## config.mk

```make
export PLATFORM = sky130hd
export DESIGN_NAME = scr1_dbus_bridge
export DESIGN_NICKNAME = d
export VERILOG_FILES = /design/src/rtl/scr1_dbus_bridge.sv
export SDC_FILE = /design/constraint.sdc
export NUM_CORES = 1
export LEC_CHECK = 0
export ABC_AREA = 0
export CAP_MARGIN = 10
export CELL_PAD_IN_SITES_DETAIL_PLACEMENT = 1
export CELL_PAD_IN_SITES_GLOBAL_PLACEMENT = 1
export CORE_UTILIZATION = 38
export CTS_CLUSTER_DIAMETER = 60
export DETAILED_ROUTE_END_ITERATION = 8
export PLACE_DENSITY = 0.88
export SLEW_MARGIN = 20
export SYNTH_ARGS = -nofsm -noshare
export SYNTH_HDL_FRONTEND = slang
export SYNTH_SLANG_ARGS = --single-unit
```

## constraint.sdc

```tcl
create_clock -name clk -period 2.85 [get_ports clk]
set_input_delay 0.4275 -clock clk [delete_from_list [all_inputs] [get_ports clk]]
set_output_delay 0.4275 -clock clk [all_outputs]
set_load 0.02 [all_outputs]
```

## src/rtl/scr1_dbus_bridge.sv

```systemverilog
// scr1_dbus_bridge
//   Bridges the core data bus (valid/ready command + response streams) onto the
//   SCR1 DMEM req/ack/resp interface. Store width and byte address come from
//   the write mask. A tag FIFO records load/store per acked request so that
//   store responses can be dropped. Load responses land in a response FIFO
//   because the SCR1 response path cannot be stalled. Credits
//   (outstanding + buffered) are capped at RSP_DEPTH, so that FIFO never overflows.
// Ports
//   clk, pipe_rst_n            clock, async active-low reset
//   dbus_cmd_*                 core command stream (valid/ready, addr/write/wdata/wmask)
//   dbus_rsp_*                 core load-response stream (valid/ready, rdata/error)
//   pipe2dmem_*_o              DMEM request (req/cmd/width/addr/wdata)
//   dmem2pipe_*_i              DMEM ack, read data, response code
module scr1_dbus_bridge #(
  parameter int unsigned RSP_DEPTH = 4
) (
  input  logic        clk,
  input  logic        pipe_rst_n,
  input  logic        dbus_cmd_valid,
  output logic        dbus_cmd_ready,
  input  logic [31:0] dbus_cmd_payload_address,
  input  logic        dbus_cmd_payload_write,
  input  logic [31:0] dbus_cmd_payload_wdata,
  input  logic [3:0]  dbus_cmd_payload_wmask,
  output logic        dbus_rsp_valid,
  input  logic        dbus_rsp_ready,
  output logic [31:0] dbus_rsp_payload_rdata,
  output logic        dbus_rsp_payload_error,
  output logic        pipe2dmem_req_o,
  output logic        pipe2dmem_cmd_o,
  output logic [1:0]  pipe2dmem_width_o,
  output logic [31:0] pipe2dmem_addr_o,
  output logic [31:0] pipe2dmem_wdata_o,
  input  logic        dmem2pipe_req_ack_i,
  input  logic [31:0] dmem2pipe_rdata_i,
  input  logic [1:0]  dmem2pipe_resp_i
);

  localparam int unsigned PW = (RSP_DEPTH > 2) ? $clog2(RSP_DEPTH) : 1;
  localparam int unsigned CW = PW + 1;
  localparam logic [CW:0] DEPTH_C = (CW + 1)'(RSP_DEPTH);

  typedef enum logic [1:0] {
    RESP_NOTRDY = 2'b00,
    RESP_RDY_OK = 2'b01,
    RESP_RDY_ER = 2'b10
  } mem_resp_e;

  typedef enum logic [1:0] {
    WIDTH_BYTE  = 2'b00,
    WIDTH_HWORD = 2'b01,
    WIDTH_WORD  = 2'b10
  } mem_width_e;

  logic            tag_mem_q [RSP_DEPTH];
  logic [32:0]     rsp_mem_q [RSP_DEPTH];
  logic [PW-1:0]   tag_wr_q, tag_wr_d, tag_rd_q, tag_rd_d;
  logic [PW-1:0]   rsp_wr_q, rsp_wr_d, rsp_rd_q, rsp_rd_d;
  logic [CW-1:0]   outst_q, outst_d, rsp_cnt_q, rsp_cnt_d;

  logic            can_issue, accept, done, load_done, rsp_pop;
  logic [CW:0]     credits_used;
  mem_width_e      width;
  logic [1:0]      offset;

  assign credits_used = {1'b0, outst_q} + {1'b0, rsp_cnt_q};
  assign can_issue    = credits_used < DEPTH_C;

  assign pipe2dmem_req_o   = dbus_cmd_valid & can_issue;
  assign dbus_cmd_ready    = pipe2dmem_req_o & dmem2pipe_req_ack_i;
  assign pipe2dmem_cmd_o   = dbus_cmd_payload_write;
  assign pipe2dmem_width_o = width;
  assign pipe2dmem_addr_o  = {dbus_cmd_payload_address[31:2], offset};
  assign pipe2dmem_wdata_o = dbus_cmd_payload_wdata;

  always_comb begin
    width  = WIDTH_WORD;
    offset = 2'b00;
    if (dbus_cmd_payload_write) begin
      case (dbus_cmd_payload_wmask)
        4'b0001: begin width = WIDTH_BYTE;  offset = 2'd0; end
        4'b0010: begin width = WIDTH_BYTE;  offset = 2'd1; end
        4'b0100: begin width = WIDTH_BYTE;  offset = 2'd2; end
        4'b1000: begin width = WIDTH_BYTE;  offset = 2'd3; end
        4'b0011: begin width = WIDTH_HWORD; offset = 2'd0; end
        4'b1100: begin width = WIDTH_HWORD; offset = 2'd2; end
        default: begin width = WIDTH_WORD;  offset = 2'd0; end
      endcase
    end
  end

  assign accept    = dbus_cmd_ready;
  // A response with nothing outstanding is a protocol violation and is ignored.
  assign done      = (dmem2pipe_resp_i != RESP_NOTRDY) && (outst_q != '0);
  assign load_done = done & ~tag_mem_q[tag_rd_q];
  assign rsp_pop   = dbus_rsp_valid & dbus_rsp_ready;

  assign dbus_rsp_valid         = rsp_cnt_q != '0;
  assign dbus_rsp_payload_rdata = rsp_mem_q[rsp_rd_q][31:0];
  assign dbus_rsp_payload_error = rsp_mem_q[rsp_rd_q][32];

  always_comb begin
    tag_wr_d  = accept    ? tag_wr_q + PW'(1) : tag_wr_q;
    tag_rd_d  = done      ? tag_rd_q + PW'(1) : tag_rd_q;
    rsp_wr_d  = load_done ? rsp_wr_q + PW'(1) : rsp_wr_q;
    rsp_rd_d  = rsp_pop   ? rsp_rd_q + PW'(1) : rsp_rd_q;
    outst_d   = outst_q + CW'(accept) - CW'(done);
    rsp_cnt_d = rsp_cnt_q + CW'(load_done) - CW'(rsp_pop);
  end

  always_ff @(posedge clk or negedge pipe_rst_n) begin
    if (!pipe_rst_n) begin
      tag_wr_q  <= '0;
      tag_rd_q  <= '0;
      rsp_wr_q  <= '0;
      rsp_rd_q  <= '0;
      outst_q   <= '0;
      rsp_cnt_q <= '0;
    end else begin
      tag_wr_q  <= tag_wr_d;
      tag_rd_q  <= tag_rd_d;
      rsp_wr_q  <= rsp_wr_d;
      rsp_rd_q  <= rsp_rd_d;
      outst_q   <= outst_d;
      rsp_cnt_q <= rsp_cnt_d;
    end
  end

  // Storage arrays need no reset: entries are only read behind valid pointers.
  always_ff @(posedge clk) begin
    if (accept)
      tag_mem_q[tag_wr_q] <= dbus_cmd_payload_write;
    if (load_done)
      rsp_mem_q[rsp_wr_q] <= {dmem2pipe_resp_i == RESP_RDY_ER, dmem2pipe_rdata_i};
  end

  resp_needs_tag: assert property (@(posedge clk) disable iff (!pipe_rst_n)
    (dmem2pipe_resp_i != RESP_NOTRDY) |-> (outst_q != '0));

endmodule

```

### Word-level counts from Yosys, hierarchy flattened

Memories as Yosys holds them, arrays and structs flattened.
Index checks and enable logic that the tools add are counted.

| storage, ports and cells | value |
|---|---|
| memories kept | 2 |
| bits in writable memories | 136 |
| register bits after elaboration | 14 |
| logic and storage cells | 45 |
| input port bits | 108 |

| operators by class | value |
|---|---|
| $add $sub $neg | 9 |
| reduce and logical (&&, ||, !) cells | 7 |
| multiplexer cells | 8 |
| bitwise operators | 5 |
| order comparisons | 1 |
| equal/unequal tests | 7 |

Memories:

| memory | words | width | read ports | clocked after memory_dff | write ports | line | text |
|---|---|---|---|---|---|---|---|
| rsp_mem_q | 4 | 33 | 1 | 0 | 1 | 56 | `logic [32:0] rsp_mem_q [RSP_DEPTH];` |
| tag_mem_q | 4 | 1 | 1 | 0 | 1 | 55 | `logic tag_mem_q [RSP_DEPTH];` |

Operators by type and width:

| operator | number |
|---|---|
| adder 2 x 1 -> 2 bit, second input constant | 4 |
| == test 4 x 2 -> 1 bit, second input constant | 2 |
| == test 4 bit, second input constant | 2 |
| adder 3 x 1 -> 3 bit | 2 |
| one-hot mux 2 bit (3 select lines) | 1 |
| nonzero test 3 bit | 2 |
| subtractor 3 x 1 -> 3 bit | 2 |
| adder 3 x 3 -> 4 bit | 1 |
| bitwise AND 1 bit | 4 |
| == test 4 x 1 -> 1 bit, second input constant | 1 |
| == test 4 x 3 -> 1 bit, second input constant | 1 |
| < comparator 4 x 3 -> 1 bit, second input constant | 1 |
| two-way mux 1 bit | 4 |
| two-way mux 2 bit | 2 |
| one-hot mux 2 bit (2 select lines) | 1 |
| OR reduction 2 bit | 2 |
| OR reduction 4 bit | 1 |
| == test 2 bit, second input constant | 1 |
| nonzero test 2 bit | 1 |
| logical AND 1 bit | 1 |
| inverter 1 bit | 1 |

### Logic depth before layout (Yosys ltp)

| depth | value |
|---|---|
| depth after elaboration | 6 |
| depth in mapped cells | 10 |
| gate-level depth less buffers | 10 |

### Worst setup path before layout

No wires, ideal clock.

| timing path | value |
|---|---|
| path kind | reg2reg |
| from | register outst_q[2] |
| to | register outst_q[2] |
| arrival | 2.534 ns |
| clock period less this slack | 2.659 ns |
| path slack | 0.191 ns |
| cell stages (with the launch flop) | 9 |
| required time | 2.725 ns |
| buffers on the path | 0 |
| cell sequence | dfrtp_1 > ha_1 > or4b_4 > a311oi_4 > ha_1 > inv_1 > fa_1 > xnor2_1 > xnor2_1 |

| on the way | value |
|---|---|
| word-level cells in the longest chain between the ends | 6 |
| elaborated cells between the ends (all ways) | 8 |
| classes of those cells | add/sub (3); order compare (1); bitwise (2); reduce/logical (2) |

RTL lines:

| what | line | text |
|---|---|---|
| start: declaration | 59 | `logic [CW-1:0] outst_q, outst_d, rsp_cnt_q, rsp_cnt_d;` |
| start signal: assignment | 124 | `outst_q <= outst_d;` |
| adder 3 x 3 -> 4 bit | 66 | `assign credits_used = {1'b0, outst_q} + {1'b0, rsp_cnt_q};` |
| < comparator 4 x 3 -> 1 bit | 67 | `assign can_issue = credits_used < DEPTH_C;` |
| bitwise AND 1 bit | 69 | `assign pipe2dmem_req_o = dbus_cmd_valid & can_issue;` |
| bitwise AND 1 bit | 70 | `assign dbus_cmd_ready = pipe2dmem_req_o & dmem2pipe_req_ack_i;` |
| net dbus_cmd_ready | 20 | `output logic dbus_cmd_ready,` |
| adder 3 x 1 -> 3 bit | 107 | `outst_d = outst_q + CW'(accept) - CW'(done);` |
| subtractor 3 x 1 -> 3 bit | 107 |  |
| net outst_d[2] | 59 |  |

The timed path passes the listed nets, and every way through them passes these cells.
A chain may end at the register's enable or synchronous reset.

### Final worst setup path

| timing path | value |
|---|---|
| from | register outst_q[2] |
| to | output port dbus_cmd_ready |

| on the way | value |
|---|---|
| word-level cells in the longest chain between the ends | 4 |

RTL lines:

| what | line |
|---|---|
| adder 3 x 3 -> 4 bit | 66 |
| < comparator 4 x 3 -> 1 bit | 67 |
| bitwise AND 1 bit | 69 |
| bitwise AND 1 bit | 70 |
| end: declaration | 20 |

Every way passes these cells.

==> flow_results.org <==
** Logic synthesis
- Number of distinct standard cells referenced by the synthesized netlist :: 29
- Summing every instance area after synthesis gives about 6300 um^2.
- The synthesized design contains 136 enable-type register cells.
- Count of state elements after synthesis :: 150
- Dominant synthesized flop cell :: edfxtp_1
- Of all cell types, the one taking the most synthesized area is edfxtp_1.
- Synthesized netlist cell count :: 325
- Share of the synthesized area in the top cell type :: roughly two thirds
- Ranked by total cell area, the synthesized netlist is headed by edfxtp_1 (65%), mux4_2 (12%), buf_4 (7.5%), dfrtp_1 (5.6%), ha_1 (2.8%).
- Fraction of registers with async set or reset after synthesis :: a little under a tenth
- Averaged over all synthesized cells, the footprint is about 19 um^2.
- Count of yosys warnings during synthesis :: 0
- Fraction of the yosys area taken by sequential cells :: a little over two thirds
- When the netlist entered floorplanning its net count stood at 449.

** Setup path
- The critical path in this run is classified as register to output pin.
- For the worst setup path, the data arrival time is 2.28 ns.
- Worst path cell trace :: ha_1 > or4b_4 > a311oi_4 > dlygate4sd2_1
- The slowest stage of the critical path is the or4b_4 cell.
- For the worst flop-to-flop path, the logic depth is 10.
- STA classifies the critical path startpoint as a register.
- The setup check on the worst reg-to-reg path leaves a slack of around 0.31 ns.
- STA classifies the critical path endpoint as an output pin.
- In this run the critical register-to-register path is captured at rsp_cnt_q[2].
- In this run the critical register-to-register path is launched from tag_rd_q[0].
- Max incr delay on CP :: 0.51 ns
- Highest net fanout along the worst path :: 3
- For the worst setup path, the data required time is ~2.4 ns.

** STA
- At the pin with the least slew margin, the transition time is between 0.6 and 0.7 ns.
- Peak clock frequency supported by timing :: 370 MHz
- Setup violations remaining at the end of the flow were counted as 0.
- On the final layout, the worst clock skew is 0.00655 ns.
- Headroom to the max-slew limit came out at 55.3%.
- RSZ-0062 raised after global routing :: no
- After routing, the total negative slack on setup checks comes to 0 ns.
- Across all hold checks on the routed design, the worst slack comes to 0.430 ns.
- Final critical-path setup slack :: 0.144 ns
- In the finished design, the share of the clock period the worst path needs comes to 95.0%.
- Final Hold Vio Count :: 0
- Time the worst path needs with I/O delays and setup :: 2.71 ns
- The number of pins with negative max-slew slack in the final report is 0.

** Cells and area
- Share of final-layout standard cells stronger than drive strength 1 :: between 20% and 30%
- Commonest cells after routing, fill and taps aside :: edfxtp_1 (136), clkdlybuf4s50_1 (82), mux4_2 (34), clkbuf_16 (17), ha_1 (14)
- Area growth from synthesis to layout :: 20.7%
- For this run, the post-layout net count is 495.
- The library cell used most frequently in the layout, excluding fill and tap cells, is edfxtp_1.
- Antenna diodes :: 0
- Post-route insts no fill :: 599

** Routing
- Antenna-violating nets left :: 0
- After detailed routing, the number of vias per cell comes to 4.84.
- Routed wire per std cell :: 20.3 um
- Detailed-route wire length :: 12,200 um
- The final route contains 2,900 vias.
- Number of detailed-route iterations in the first pass :: 4
- Detailed-route DRC error count :: 0
- The detailed router finished its first iteration with 145 violations.

** Run
- Maximum capacitance violations :: 0

** Clocking
- In this run, post-CTS hold repair placed 0 buffers.
- TritonCTS built the clock tree.
- In this run the deepest clock path goes through 2 buffers.
- Clock buffers created by TritonCTS :: 17
- Maximum level of the CTS H-tree :: 4
- Library cell used as clock root buffer :: clkbuf_16
- Buffer count from post-CTS setup fixing :: 0
- Post-CTS repair changed the size of 2 cells.
- Clock latency on the worst-skew pair :: 0.41 ns
- Clock-pin slew on the worst setup and hold paths :: 0.06 ns
- Number of sinks on the clock net :: 150

** GRT
- The number of global-route vias before repair is 3,251.
- The initial antenna violation count was 0.
- Wire length of the first global-routing pass :: 18,200 um
- Entering global routing, the biggest net connects 36 pins.
- Congestion Overflow GR :: 0
- Total Routing Usage GR :: between 10% and 20%

** Outcome
- Run status :: finished, final reports clean

** Power and ir drop
- Switching share of power :: between 30 and 40%
- Share of power burned in registers :: 38.4%
- In this run the static leakage power is 2.62 nW.
- Post-layout total power :: 8.35 mW
- VDD sags by at most 388 uV.
- Combinational logic burns 35.7% of the power.
- The clock network burns 25.9% of the power.
- Internal power comes to 5.81 mW.
- In this run the power spent charging and discharging nets is 2.53 mW.
- Power spread over the standard cell area amounts to 1100 nW/um^2.

** Floorplanning
- Die outline width :: 131 um
- The floorplan step defined a core boundary enclosing 16,100 um^2.
- Height of the die :: 131 um
- Number of placed I/O pins :: 211
- Core Rows :: 46
- Initial standard-cell utilization of the core :: 39.2%
- Area of the die :: between 15,000 and 20,000 um^2

** Placed design
- Summed over all nets, the half-perimeter wirelength after detailed placement is 8320 um.
- During placement, the flow inserted port buffers numbering 84.
- Number of cells in the design after placement :: 568
- Routability-driven placement finished with a final weighted congestion of 0.668.
- At the placement stage, the worst setup path has a slack of about 0.12 ns.

** Worst hold path
- The min-delay analysis places its worst path in the category input port to asynchronous set/reset pin.
[worst max-delay path by stage]
stage | cells after the start | start | to
2_1_floorplan | 8 | outst_q[2] | outst_q[2]
4_1_cts | 3 | rsp_rd_q[0] | dbus_rsp_payload_rdata[2]
3_3_place_gp | 4 | dbus_cmd_valid | dbus_cmd_ready
3_5_place_dp | 4 | dbus_cmd_valid | dbus_cmd_ready
6_report | 4 | outst_q[2] | dbus_cmd_ready
5_1_grt | 4 | outst_q[2] | dbus_cmd_ready
[logic make-up after synthesis]
family | Yosys count | share of synthesized area, %
xor+xnor | 12 | 1.67
fa+ha+maj | 16 | 3.42
buf+inv | 84 | 8.84
mux | 36 | 12.6
simple gates | 22 | 2.17
flops | 150 | 70.4
compound gates | 5 | 0.934
[per-layer routing]
metal / GRT usage (%) / wire length, um
met1: 16.6 / 4660
met2: 26.3 / 6450
met3: 4.97 / 673
met4: 8.59 / 383
met5: 0 / 0
[power by group through the flow]
| stage | registers (mW) | logic [mW] | clock network, mW |
|---|---|---|---|
| 6_report | 3.21 | 2.98 | 2.16 |
| 3_5_place_dp | 3.26 | 3.06 | 0 |
| 4_1_cts | 3.21 | 3.07 | 2.22 |
| 2_1_floorplan | 3.15 | 1.96 | 0 |
| 5_1_grt | 3.25 | 3.23 | 2.31 |
| 3_3_place_gp | 3.20 | 2.95 | 0 |
[final cells by class]
cell class | count | area, um^2
Clock buffer | 19 | 433
Tap cell | 216 | 270
Sequential cell | 150 | 4440
Multi-Input combinational cell | 91 | 1310
Fill cell | 1472 | 8450
Clock inverter | 12 | 135
Inverter | 13 | 48.8
Timing Repair Buffer | 98 | 968
[cell usage after synthesis, types with 3 or more instances]
master      n
and2_1      4
and2_2      4
buf_2       4
buf_4      63
clkbuf_1    3
dfrtp_1    14
edfxtp_1  136
ha_1       14
inv_1      13
mux4_2     34
nand2_1     4
nor2_1      3
xnor2_1     9
xor2_1      3
[stage by stage]
stage | utilization (%) | area [um^2]
2_1_floorplan | - | 6300
6_report | 47.4 | 7600
3_3_place_gp | 43.8 | 7040
5_1_grt | 47.4 | 7600
3_5_place_dp | 43.8 | 7040
4_1_cts | 47.4 | 7600
[flip-flops by register name, summed over array words and instances, names as in the netlist]
name and flops:
rsp_mem_q 132, tag_mem_q 4, outst_q 3, rsp_cnt_q 3, rsp_rd_q 2, rsp_wr_q 2, tag_rd_q 2, tag_wr_q 2
[critical path, delay by kind of cell, from the launching register on]
| family | cells | cell delay (ns) |
|---|---|---|
| adders and majority gates | 1 | 0.30 |
| AOI/OAI and AO/OA | 1 | 0.27 |
| and+or+nand+nor | 1 | 0.51 |
| DFF | 1 | 0.42 |
| buffers and inverters | 1 | 0.37 |
Note: power is estimated with default switching activity, not from simulation.
